**config.mk**
```make
export PLATFORM = sky130hd
export DESIGN_NAME = rf_host_port
export DESIGN_NICKNAME = d
export VERILOG_FILES = /design/src/rtl/rf_host_port.sv
export SDC_FILE = /design/constraint.sdc
export NUM_CORES = 1
export LEC_CHECK = 0
export BUFFER_PORTS_ARGS = -buffer_cell sky130_fd_sc_hd__buf_2
export CAP_MARGIN = 20
export CORE_UTILIZATION = 44
export CTS_CLUSTER_DIAMETER = 50
export DETAILED_ROUTE_END_ITERATION = 16
export MAX_ROUTING_LAYER = met4
export PLACE_DENSITY_LB_ADDON = 0.15
export SLEW_MARGIN = 10
export SYNTH_ARGS = -nofsm -noshare
export SYNTH_HDL_FRONTEND = slang
export SYNTH_SLANG_ARGS = --single-unit
```
**constraint.sdc**
```tcl
create_clock -name clk -period 1.65 [get_ports clk]
set_input_delay 0.33 -clock clk [delete_from_list [all_inputs] [get_ports clk]]
set_output_delay 0.33 -clock clk [all_outputs]
set_load 0.01 [all_outputs]
```
**src/rtl/rf_host_port.sv**
```systemverilog
// rf_host_port: debug-host command sequencer for the register-file load / read-port-1 interface.
// Defining RF_HOST_FILL_EN enables the 8-cycle fill opcode (10); otherwise 10 acts as reserved.
module rf_host_port #(
    parameter int NREGS = 8,
    parameter int DW    = 4
) (
    input  logic          clk,
    input  logic          reset,
    input  logic          cmd_valid,
    output logic          cmd_ready,
    input  logic [1:0]    cmd_op,
    input  logic [2:0]    cmd_addr,
    input  logic [DW-1:0] cmd_data,
    output logic          rsp_valid,
    input  logic          rsp_ready,
    output logic [2:0]    rsp_addr,
    output logic [DW-1:0] rsp_data,
    output logic          busy,
    output logic [2:0]    RF_wa,
    output logic [DW-1:0] RF_wd,
    output logic          RF_external_load,
    output logic [2:0]    RF_ad1,
    input  logic [DW-1:0] RF_d1
);
    typedef enum logic [2:0] {
        IDLE, WR, RD_ADDR, RD_WAIT, RSP
`ifdef RF_HOST_FILL_EN
        , FILL
`endif
    } state_t;

    if (NREGS < 1 || NREGS > 8) begin : g_nregs_check
        $error("rf_host_port: NREGS must be between 1 and 8");
    end

    state_t        state_q, state_d;
    logic [2:0]    addr_q, addr_d;
    logic [DW-1:0] data_q, data_d;
    logic [2:0]    ad1_q, ad1_d;
    logic [2:0]    rsp_addr_q, rsp_addr_d;
    logic [DW-1:0] rsp_data_q, rsp_data_d;
    logic          accept;
`ifdef RF_HOST_FILL_EN
    localparam logic [2:0] LAST = 3'(NREGS - 1);
    logic [2:0]    cnt_q, cnt_d;
`endif

    assign accept   = cmd_valid && cmd_ready;
    assign RF_wd    = data_q;
    assign RF_ad1   = ad1_q;
    assign rsp_addr = rsp_addr_q;
    assign rsp_data = rsp_data_q;

    // State register and command/response holding registers.
    always_ff @(posedge clk or posedge reset) begin
        if (reset) begin
            state_q    <= IDLE;
            addr_q     <= '0;
            data_q     <= '0;
            ad1_q      <= '0;
            rsp_addr_q <= '0;
            rsp_data_q <= '0;
`ifdef RF_HOST_FILL_EN
            cnt_q      <= '0;
`endif
        end else begin
            state_q    <= state_d;
            addr_q     <= addr_d;
            data_q     <= data_d;
            ad1_q      <= ad1_d;
            rsp_addr_q <= rsp_addr_d;
            rsp_data_q <= rsp_data_d;
`ifdef RF_HOST_FILL_EN
            cnt_q      <= cnt_d;
`endif
        end
    end

    // Next state: the opcode is decoded straight into the first state of each sequence.
    always_comb begin
        state_d = state_q;
        case (state_q)
            IDLE: if (accept) begin
                case (cmd_op)
                    2'b00:   state_d = RD_ADDR;
                    2'b01:   state_d = WR;
`ifdef RF_HOST_FILL_EN
                    2'b10:   state_d = FILL;
`endif
                    default: state_d = IDLE;
                endcase
            end
            WR:      state_d = IDLE;
            RD_ADDR: state_d = RD_WAIT;
            RD_WAIT: state_d = RSP;
            RSP:     state_d = rsp_ready ? IDLE : RSP;
`ifdef RF_HOST_FILL_EN
            FILL:    state_d = (cnt_q == LAST) ? IDLE : FILL;
`endif
            default: state_d = IDLE;
        endcase
    end

    // Datapath: latch the command, hold the read address, capture registered read data at end of RD_WAIT.
    always_comb begin
        addr_d     = accept ? cmd_addr : addr_q;
        data_d     = accept ? cmd_data : data_q;
        ad1_d      = (accept && cmd_op == 2'b00) ? cmd_addr : ad1_q;
        rsp_addr_d = (state_q == RD_WAIT) ? ad1_q : rsp_addr_q;
        rsp_data_d = (state_q == RD_WAIT) ? RF_d1 : rsp_data_q;
`ifdef RF_HOST_FILL_EN
        cnt_d      = (state_q == FILL) ? cnt_q + 3'd1 : 3'd0;
`endif
    end

    // Outputs decoded from state; cmd_ready is forced low while reset is asserted.
    always_comb begin
        cmd_ready        = (state_q == IDLE) && !reset;
        busy             = state_q != IDLE;
        rsp_valid        = state_q == RSP;
        RF_external_load = state_q == WR;
        RF_wa            = addr_q;
`ifdef RF_HOST_FILL_EN
        RF_external_load = (state_q == WR) || (state_q == FILL);
        RF_wa            = (state_q == FILL) ? cnt_q : addr_q;
`endif
    end
endmodule

```
# Yosys cells after proc, flatten, opt, wreduce, memory -nomap -nowiden
# Index checks and enable logic that the tools add are counted.
[totals]
ff_bits = 20
wordCells = 23
[classes]
eq_ne = 6
n_mux = 4
reduce_logical = 7
[ops]
columns = ["op", "count"]
rows = [
  ["3-bit case mux with 4 select lines", 1],
  ["3-bit by 2-bit equality test with 1-bit output (second input constant)", 2],
  ["3-bit two-way mux", 2],
  ["2-bit case mux with 2 select lines", 1],
  ["3-bit by 1-bit equality test with 1-bit output (second input constant)", 1],
  ["3-bit equality test (second input constant)", 1],
  ["1-bit logical AND", 3],
  ["3-bit zero test", 1],
  ["3-bit nonzero test", 1],
  ["2-bit by 1-bit equality test with 1-bit output (second input constant)", 1],
  ["2-bit zero test", 1],
  ["2-bit inequality test (second input constant)", 1],
  ["1-bit zero test", 1],
]

# Logic depth before layout (Yosys ltp)
# Gate-level depths: netlist of run 1.
[logic_depth]
ltp_word = 5
depth_mapped = 4

# Worst setup path before layout of run 1
# OpenSTA, ideal clock, no wires.
[synth_timing]
kind = "register -> register"
from = "register state_q[1]"
to = "register addr_q[0], in the netlist RF_wa[0]"
setup_time_ns = 0.128
arrival_ns = 1.376
required_time_ns = 1.522
path_slack_ns = 0.147
path_stages_with_launch = 5
path_buffers = 1
synth_period_minus_slack_ns = 1.503
cell_sequence = "dfrtp_1 buf_2 nor4_4 nand2_2 mux2_1"
[synth_between]
elab_chain_len = 3
[synth_rtl]
columns = ["element", "line", "rtl"]
rows = [
  ["from (decl)", "36", "state_t state_q, state_d;"],
  ["from (signal assigned)", "67", "state_q <= state_d;"],
  ["3-bit zero test", "118", "cmd_ready = (state_q == IDLE) && !reset;"],
  ["1-bit logical AND", "118", ""],
  ["net cmd_ready", "10", "output logic cmd_ready,"],
  ["1-bit logical AND", "48", "assign accept = cmd_valid && cmd_ready;"],
  ["to (signal assigned)", "68", "addr_q <= addr_d;"],
  ["to (decl)", "37", "logic [2:0] addr_q, addr_d;"],
]
# The timed path passes the listed nets, and every way through them passes these cells.
# A chain may end at the register's enable or synchronous reset.

# Worst setup path after layout of run 1
[layout_timing]
from = "register state_q[1]"
to = "output port busy"
[layout_between]
elab_chain_len = 1
[layout_rtl]
columns = ["element", "line", "rtl"]
rows = [
  ["3-bit nonzero test", "119", "busy = state_q != IDLE;"],
  ["to (decl)", "18", "output logic busy,"],
]
# Every way passes these cells.

==> results.yml, run 1 <==
timing:
  fin_worst_skew_ns: 0.00363
  min_period_ns: 1.60
  maxSlewViolCount: 0
  slew_headroom: 0.725
  finalSetupViolations: 0
  final.period_utilization: 0.968
  tightest_slew_ns: 0.411
  max_freq_mhz: 626
  finalHoldViolCount: 0
  tns_ns: 0
  rsz0062_at_grt: "no"
  post-route-worst-setup-slack_ns: 0.0526
setup_path:
  slowest_stage: "dfrtp_1"
  cpPeakStageDelay_ns: 0.47
  cp-start-kind: "flip-flop"
  worstPathMaxFanout: 7
  critPathArrivalTime_ns: 1.27
  rrSetupSlack_ns: 0.13
  crit_type: "reg -> out"
  critPathLaunch: "state_q[1]$_DFFE_PP0P_"
  crit_path_end: "busy"
  worst-path-stages: 2
  worstReg2RegEnd: "RF_wd[2]$_DFFE_PP0P_"
  crit_buf_inv: 1
  cp_top_family: "flip-flops"
  path_cells: "or3_1 > buf_2"
  r2r_cells: 4
  cp-end-kind: "output port"
  required_ns: 1.32
  r2r-start: "state_q[1]$_DFFE_PP0P_"
job:
  maxCapViolations: 0
yosys:
  ys_seq_area_frac: 0.618
  synth.area.mux_share: 0.236
  synth_top_family_by_area: "multiplexers"
  syn-cell-area_sq_um: 810
  ys_ff_latch: 20
  syn_inst: 56
  avgSynthCellArea_sq_um: 14.5
  synth_cell_type_count: 16
  synthAdderAreaFrac: 0
  yosys.area_share.simple: 0.0958
  synth_fp_nets: 73
  synth_compound_gate_area_share: 0.0247
  synth_xor_area_frac: 0
  yosysWarnings: 0
min_path:
  hp-class: "in -> async"
global_route:
  grt_max_degree: 21
  grt_pass1_vias: 507
  grt_pass1_wl_microns: 2160
  grt_util_all_layers: 0.161
  grt-ovfl-total: 0
  antenna_found_initial: 0
drt:
  wirelength_microns: 1470
  drt-pass1-iter-count: 4
  met3RoutedLength_microns: 82
  met2_length_microns: 688
  drt-met1-wl_microns: 674
  routedWlPerCell_microns: 12.0
  dr.first_iter.drc_count: 5
  highest_layer: "met4"
  drc: 0
  ant_nets: 0
  detail_route.vias_per_cell: 4.69
  vias: 572
floorplanning:
  ios: 38
  die_width_microns: 44.9
  dieArea_sq_um: 2020
  core_sq_um: 1730
  die-height_microns: 44.9
  core.rowCount: 15
  start_util: 0.469
clock_tree:
  cts_made_buffers: 3
  cts_hold_buf: 0
  clock_sinks: 20
  clk_pin_slew_worst_paths_ns: 0.11
  root_buffer: "clkbuf_4"
  clockBufferDepth: 2
  cts_tree: "done"
  clk_latency_ns: 0.29
  htree_levels: 1
placement:
  gp_congestion: 0.732
  hpwl_microns: 1110
  dp_worst_setup_slack_ns: 0.124
  port_buffers: 37
power_and_ir_drop:
  total_power_w: 0.00180
  ir_drop_mv: 0.769
  p_leak_nw: 0.546
  powerDensity_nw_per_um2: 1700
outcome:
  status: "finished clean"
layout:
  antennaDiodeCount: 0
  layout.nets: 116
  syn_to_final_growth_pct: 30.9
  final_common_cell: "buf_2"
  layout-drive-gt1-share: 0.546
  nFillCells: 167
  mostFrequentLayoutCells: "buf_2, dfrtp_1, mux2_1"
[metal layers]
metal	up-vias	global-route usage
li1	276	-
met4	0	0.109
met1	272	0.185
met5	-	-
met2	22	0.259
met3	2	0.0280
[cell type report]
type                            instances  area, sq um  share of cell area
Tap cell                               25         31.3              0.0295
Inverter                                4         15.0              0.0142
Clock buffer                            3         22.5              0.0213
Multi-Input combinational cell         31          289               0.273
Sequential cell                        20          502               0.473
Timing Repair Buffer                   39          200               0.189
[worst min-delay path, cell delays in order]
cell and delay (ns):
buf_2 0.12, inv_1 0.05, buf_4 0.26
[sequential cells by signal, indices dropped and copies added (netlist names)]
signal	cells
rsp_data	4
state_q	3
RF_wa	3
RF_wd	4
RF_ad1	3
rsp_addr	3
[synth_stat cells]
| library cell | instances | area, sq um |
|---|---|---|
| dfrtp_1 | 20 | 500 |
| mux2_1 | 10 | 113 |
| mux2_2 | 7 | 78.8 |
| inv_1 | 4 | 15.0 |
| nor2_1 | 3 | 11.3 |
| nand2_1 | 2 | 7.51 |
| a21boi_0 | 1 | 7.51 |
| buf_2 | 1 | 5.00 |
| nand2_2 | 1 | 6.26 |
| nand3_2 | 1 | 10.0 |
| nand3b_1 | 1 | 7.51 |
| nor3b_1 | 1 | 7.51 |
| nor4_4 | 1 | 21.3 |
| o21ai_0 | 1 | 5.00 |
| o31ai_1 | 1 | 7.51 |
| or3_1 | 1 | 6.26 |
[report_power, final]
part | internal [W] | switching (W)
Sequential | 0.000715 | 0.000142
Clock | 0.0000849 | 0.000138
Combinational | 0.000379 | 0.000339
Total | 0.00118 | 0.000619
[repair_timing]
action | 4_1_cts | 5_1_grt
setup buffers | 1 | 0
setup endpoints to repair | 1 | 1
pin swaps | 1 | 0
gates resized for setup | 0 | 1
[per-stage QoR]
stage | hold WS, ns | util | std cells | instance area [sq um]
2_1_floorplan | 0.294 | - | 56 | 810
3_3_place_gp | 0.398 | 0.596 | 118 | 1030
3_5_place_dp | 0.406 | 0.596 | 118 | 1030
4_1_cts | 0.0799 | 0.613 | 122 | 1060
5_1_grt | 0.0977 | 0.614 | 122 | 1060
6_report | 0.0746 | 0.614 | 122 | 1060
[kinds of logic (layout without fill, tap and decap cells)]
family / after synthesis / in the layout
flip-flops: 20 / 20
multiplexers: 17 / 17
AND/OR/NAND/NOR: 11 / 11
buffers and inverters: 5 / 46
AO/OA/AOI/OAI: 3 / 3
[how the worst min path moves through the flow]
stage          startpoint                endpoint  slack, ns  depth (start not counted)
6_report            reset  state_q[0]$_DFFE_PP0P_       0.07                          3
3_3_place_gp        reset  state_q[0]$_DFFE_PP0P_       0.40                          3
5_1_grt             reset  state_q[0]$_DFFE_PP0P_        0.1                          3
4_1_cts             reset  state_q[0]$_DFFE_PP0P_       0.08                          3
3_5_place_dp        reset  state_q[0]$_DFFE_PP0P_       0.41                          3
2_1_floorplan       reset   RF_ad1[0]$_DFFE_PP0P_       0.29                          1
(Power assumes the default switching activity.)
==> inputs of run 2 (changes only) <==
CTS_CLUSTER_SIZE = 14   (was default)
PLACE_DENSITY = 0.76   (was default)
PLACE_DENSITY_LB_ADDON = default   (was 0.15)
==> run 2 against run 1 <==
Against the previous run:
- cell area increased by 1.4%
- first-iteration DRC count unchanged
- flip-flop and latch count unchanged
- non-clock buffer count unchanged
- clock power increased by 20%
- utilization increased by 0.87 points
- worst setup slack improved by 0.016 ns
- cell count increased by 0.82%
- clock skew decreased by 0.0012 ns
- routed wire length decreased by 2.0%
- total power increased by 2.8%
- critical path type unchanged
==> results.yml, run 2 (synthesis gave the netlist of run 1 again) <==
global_route:
  grt_pass1_wl_microns: 2370
  top_usage_layer: "met2"
  use_met3: 0.0240
  grt_pass1_vias: 550
  grt_max_degree: 14
  antenna_found_initial: 0
  grt_util_all_layers: 0.168
  met2_usage: 0.262
  grt-ovfl-total: 0
  met1_usage: 0.230
clock_tree:
  cts_made_buffers: 3
  clk_pin_slew_worst_paths_ns: 0.10
  clk_latency_ns: 0.28
  clockBufferDepth: 2
  cts_hold_buf: 0
  cts_tree: "done"
  clock_sinks: 20
  htree_levels: 1
  root_buffer: "clkbuf_4"
setup_path:
  crit_buf_inv: 1
  crit_type: "reg -> out"
  cp-end-kind: "output port"
  slowest_stage: "dfrtp_2"
  critPathArrivalTime_ns: 1.25
  worstPathMaxFanout: 6
  cp_top_family: "flip-flops"
  cpPeakStageDelay_ns: 0.46
  cp-start-kind: "flip-flop"
  path_cells: "or3_1 > buf_2"
  required_ns: 1.32
outcome:
  status: "finished clean"
layout:
  final_common_cell: "buf_2"
  design_area_sq_um: 1070
  seq_area_sq_um: 503
  mostFrequentLayoutCells: "buf_2, dfrtp_1, mux2_1"
  utilization: 0.622
  antennaDiodeCount: 0
  layout-drive-gt1-share: 0.561
  layout.nets: 116
  multi_input_area_sq_um: 289
  nFillCells: 145
  syn_to_final_growth_pct: 32.8
floorplanning:
  die_width_microns: 44.9
  dieArea_sq_um: 2020
  die-height_microns: 44.9
  core_sq_um: 1730
  ios: 38
  start_util: 0.469
  core.rowCount: 15
power_and_ir_drop:
  ir_drop_mv: 1.04
  total_power_w: 0.00185
  p_leak_nw: 0.552
  powerDensity_nw_per_um2: 1720
timing:
  max_freq_mhz: 632
  finalSetupViolations: 0
  final.period_utilization: 0.958
  finalHoldViolCount: 0
  rsz0062_at_grt: "no"
  slew_headroom: 0.687
  tns_ns: 0
  min_period_ns: 1.58
  maxSlewViolCount: 0
  fin_worst_skew_ns: 0.00243
  tightest_slew_ns: 0.469
placement:
  hpwl_microns: 1150
  place_area_sq_um: 1030
  gp_congestion: 0.767
  port_buffers: 37
min_path:
  hp-class: "in -> async"
drt:
  wirelength_microns: 1440
  drt-pass1-iter-count: 4
  routedWlPerCell_microns: 11.7
  ant_nets: 0
  detail_route.vias_per_cell: 4.59
  drc: 0
  vias: 565
  dr.first_iter.drc_count: 5
job:
  maxCapViolations: 0
-- run 2: cell types whose count changed in the layout (fill, tap and decap cells not counted), sizes merged --
cell    previous run  this run
clkbuf             3         4
-- run 2: metal layers --
| metal | routed length [microns] | vias to the layer above |
|---|---|---|
| li1 | - | 280 |
| met1 | 655 | 268 |
| met2 | 721 | 17 |
| met3 | 59 | 0 |
| met4 | 0 | 0 |
| met5 | 0 | - |
-- run 2: path summary, 6_finish.rpt --
| path | start | to | slack, ns | cells after the start |
|---|---|---|---|---|
| setup reg to reg | state_q[1]$_DFFE_PP0P_ | RF_wd[0]$_DFFE_PP0P_ | 0.16 | 4 |
| hold reg to reg | RF_wa[0]$_DFFE_PP0P_ | RF_wa[0]$_DFFE_PP0P_ | 0.50 | 1 |
| setup / recovery | state_q[2]$_DFFE_PP0P_ | busy | 0.07 | 2 |
| hold / removal | reset | RF_ad1[2]$_DFFE_PP0P_ | 0.07 | 2 |
| max in group asynchronous | reset | RF_wa[2]$_DFFE_PP0P_ | 1.10 | 3 |
| min in group clk | rsp_ready | state_q[2]$_DFFE_PP0P_ | 0.23 | 2 |
-- run 2: timing repair --
action,in CTS,in global routing
pin swaps,1,0
setup endpoints to repair,1,1
hold endpoints to repair,0,0
buffers inserted,1,0
resized for setup,0,2
-- run 2: per-stage QoR --
| stage | setup WS, ns | hold WS [ns] | std cells |
|---|---|---|---|
| finish | 0.0688 | 0.0714 | 123 |
| global route | 0.00792 | 0.0990 | 123 |
| CTS | 0.0470 | 0.0783 | 123 |
| detailed placement | 0.159 | 0.395 | 118 |
| global placement | 0.207 | 0.391 | 118 |
| floorplan | 0.147 | 0.294 | 56 |
-- run 2: cell type report --
type / count / area share
repair buffers: 39 / 0.186
inverters: 4 / 0.0140
clock buffers: 4 / 0.0338
multi-input cells: 31 / 0.269
flip-flops and latches: 20 / 0.468
well taps: 25 / 0.0291
-- run 2: power breakdown --
group	switching [W]	internal, W
clock	0.000134	0.000134
combinational	0.000341	0.000379
sequential	0.000144	0.000717
==> inputs of run 3 (changes only) <==
clock period = 1.5 ns   (was 1.65 ns; I/O delays follow)
==> run 3 against run 2 <==
Against the previous run:
- the run now ends with negative setup slack left
- sequential power up 10%
- first-iteration DRC count rose by 80%
- worst hold slack worse by 0.020 ns
- cell count up 3.3%
- utilization grew 3.6 points
==> results.yml, run 3 (synthesis gave the netlist of run 1 again) <==
setup_path:
  required_ns: 1.20
  critPathArrivalTime_ns: 1.31
  path_cells: "or3_1 > buf_2"
  cp-end-kind: "output port"
  cpPeakStageDelay_ns: 0.50
  cp-start-kind: "flip-flop"
  crit_type: "reg -> out"
  worstPathMaxFanout: 7
  slowest_stage: "dfrtp_1"
power_and_ir_drop:
  p_clk_frac: 0.141
  total_power_w: 0.00213
  p_int_w: 0.00141
  combPwrFrac: 0.414
  pwr-share-seq: 0.445
  switching_share: 0.339
  powerDensity_nw_per_um2: 1870
  power.switching_w: 0.000722
  p_leak_nw: 0.600
  ir_drop_mv: 0.980
timing:
  max_freq_mhz: 623
  final.period_utilization: 1.07
  slew_headroom: 0.801
  post-route-worst-setup-slack_ns: -0.106
  finalSetupViolations: 3
  min_period_ns: 1.61
  tightest_slew_ns: 0.299
  finalHoldViolCount: 0
  maxSlewViolCount: 0
  fin_worst_skew_ns: 0.00764
  tns_ns: -0.205
  rsz0062_at_grt: "yes"
global_route:
  use_met3: 0.0280
  met2_usage: 0.291
  grt-ovfl-total: 0
  antenna_found_initial: 0
  grt_pass1_vias: 556
  met1_usage: 0.195
  grt_max_degree: 21
  grt_pass1_wl_microns: 2350
  top_usage_layer: "met2"
  grt_util_all_layers: 0.169
drt:
  wirelength_microns: 1610
  dr.first_iter.drc_count: 9
  detail_route.vias_per_cell: 4.80
  drc: 0
  drt-pass1-iter-count: 4
  routedWlPerCell_microns: 12.7
  ant_nets: 0
  vias: 609
layout:
  mostFrequentLayoutCells: "buf_2, dfrtp_1, mux2_1, mux2_2, buf_4"
  final_common_cell: "buf_2"
  layout.nets: 120
  syn_to_final_growth_pct: 40.5
  design_area_sq_um: 1140
  utilization: 0.659
  antennaDiodeCount: 0
  layout-drive-gt1-share: 0.608
clock_tree:
  htree_levels: 1
  clk_pin_slew_worst_paths_ns: 0.11
  root_buffer: "clkbuf_4"
  cts_made_buffers: 3
  cts_hold_buf: 0
  cts_tree: "done"
  clk_latency_ns: 0.29
  clockBufferDepth: 2
  clock_sinks: 20
placement:
  hpwl_microns: 1150
  port_buffers: 37
  place_area_sq_um: 1040
  gp_congestion: 0.759
floorplanning:
  start_util: 0.469
  ios: 38
  dieArea_sq_um: 2020
  die-height_microns: 44.9
  die_width_microns: 44.9
  core.rowCount: 15
  core_sq_um: 1730
min_path:
  hp-class: "in -> async"
job:
  maxCapViolations: 0
outcome:
  status: "finished with violations"
  violations: "negative setup slack"
run 3: what timing repair did:
item,CTS,global route
pin swaps,3,0
endpoints found under the setup margin,3,21
buffers inserted,2,2
resized for setup,2,6
run 3: per-stage QoR:
stage | hold WS (ns) | cells | setup WS (ns)
after global placement | 0.366 | 119 | 0.0992
after detailed placement | 0.376 | 119 | 0.0542
after floorplan | 0.264 | 56 | 0.0336
final | 0.0517 | 127 | -0.106
after CTS | 0.0559 | 125 | -0.0990
after global routing | 0.0746 | 127 | -0.158
run 3: path summary, 6_finish.rpt:
| check | from | endpoint | slack [ns] | cells past startpoint |
|---|---|---|---|---|
| min in group clk | cmd_op[1] | state_q[0]$_DFFE_PP0P_ | 0.20 | 2 |
| worst max-delay path | state_q[1]$_DFFE_PP0P_ | busy | -0.11 | 2 |
| worst max register to register | state_q[2]$_DFFE_PP0P_ | rsp_addr[1]$_DFFE_PP0N_ | 0.02 | 5 |
| worst min register to register | RF_wd[1]$_DFFE_PP0P_ | RF_wd[1]$_DFFE_PP0P_ | 0.50 | 1 |
| max in group asynchronous | reset | rsp_data[1]$_DFFE_PP0N_ | 1.24 | 3 |
| worst min-delay path | reset | RF_wd[3]$_DFFE_PP0P_ | 0.05 | 3 |
run 3: power groups by stage:
stage / logic (W) / clock network (W) / registers (W)
2_1_floorplan: 0.000361 / 0 / 0.00104
4_1_cts: 0.000825 / 0.000307 / 0.000946
3_5_place_dp: 0.000793 / 0 / 0.000957
3_3_place_gp: 0.000774 / 0 / 0.000946
5_1_grt: 0.000961 / 0.000322 / 0.000986
6_report: 0.000883 / 0.000301 / 0.000949
run 3: routing by layer:
layer	routed length, microns	share of wire
met4	14	0.0087
met2	823	0.51
met1	691	0.43
met3	77	0.048
met5	0	0
run 3: worst max-delay path, delay by kind of cell (launching register included):
family	cells	cell delay, ns
buffers and inverters	1	0.14
DFF	1	0.50
and+or+nand+nor	1	0.37
run 3: final cells by class:
class / instances / area, sq um
clock buffer: 4 / 36.3
fill: 153 / 589
inverter: 4 / 15.0
tap: 25 / 31.3
multi-input combinational: 31 / 320
timing repair buffer: 43 / 234
sequential: 20 / 500
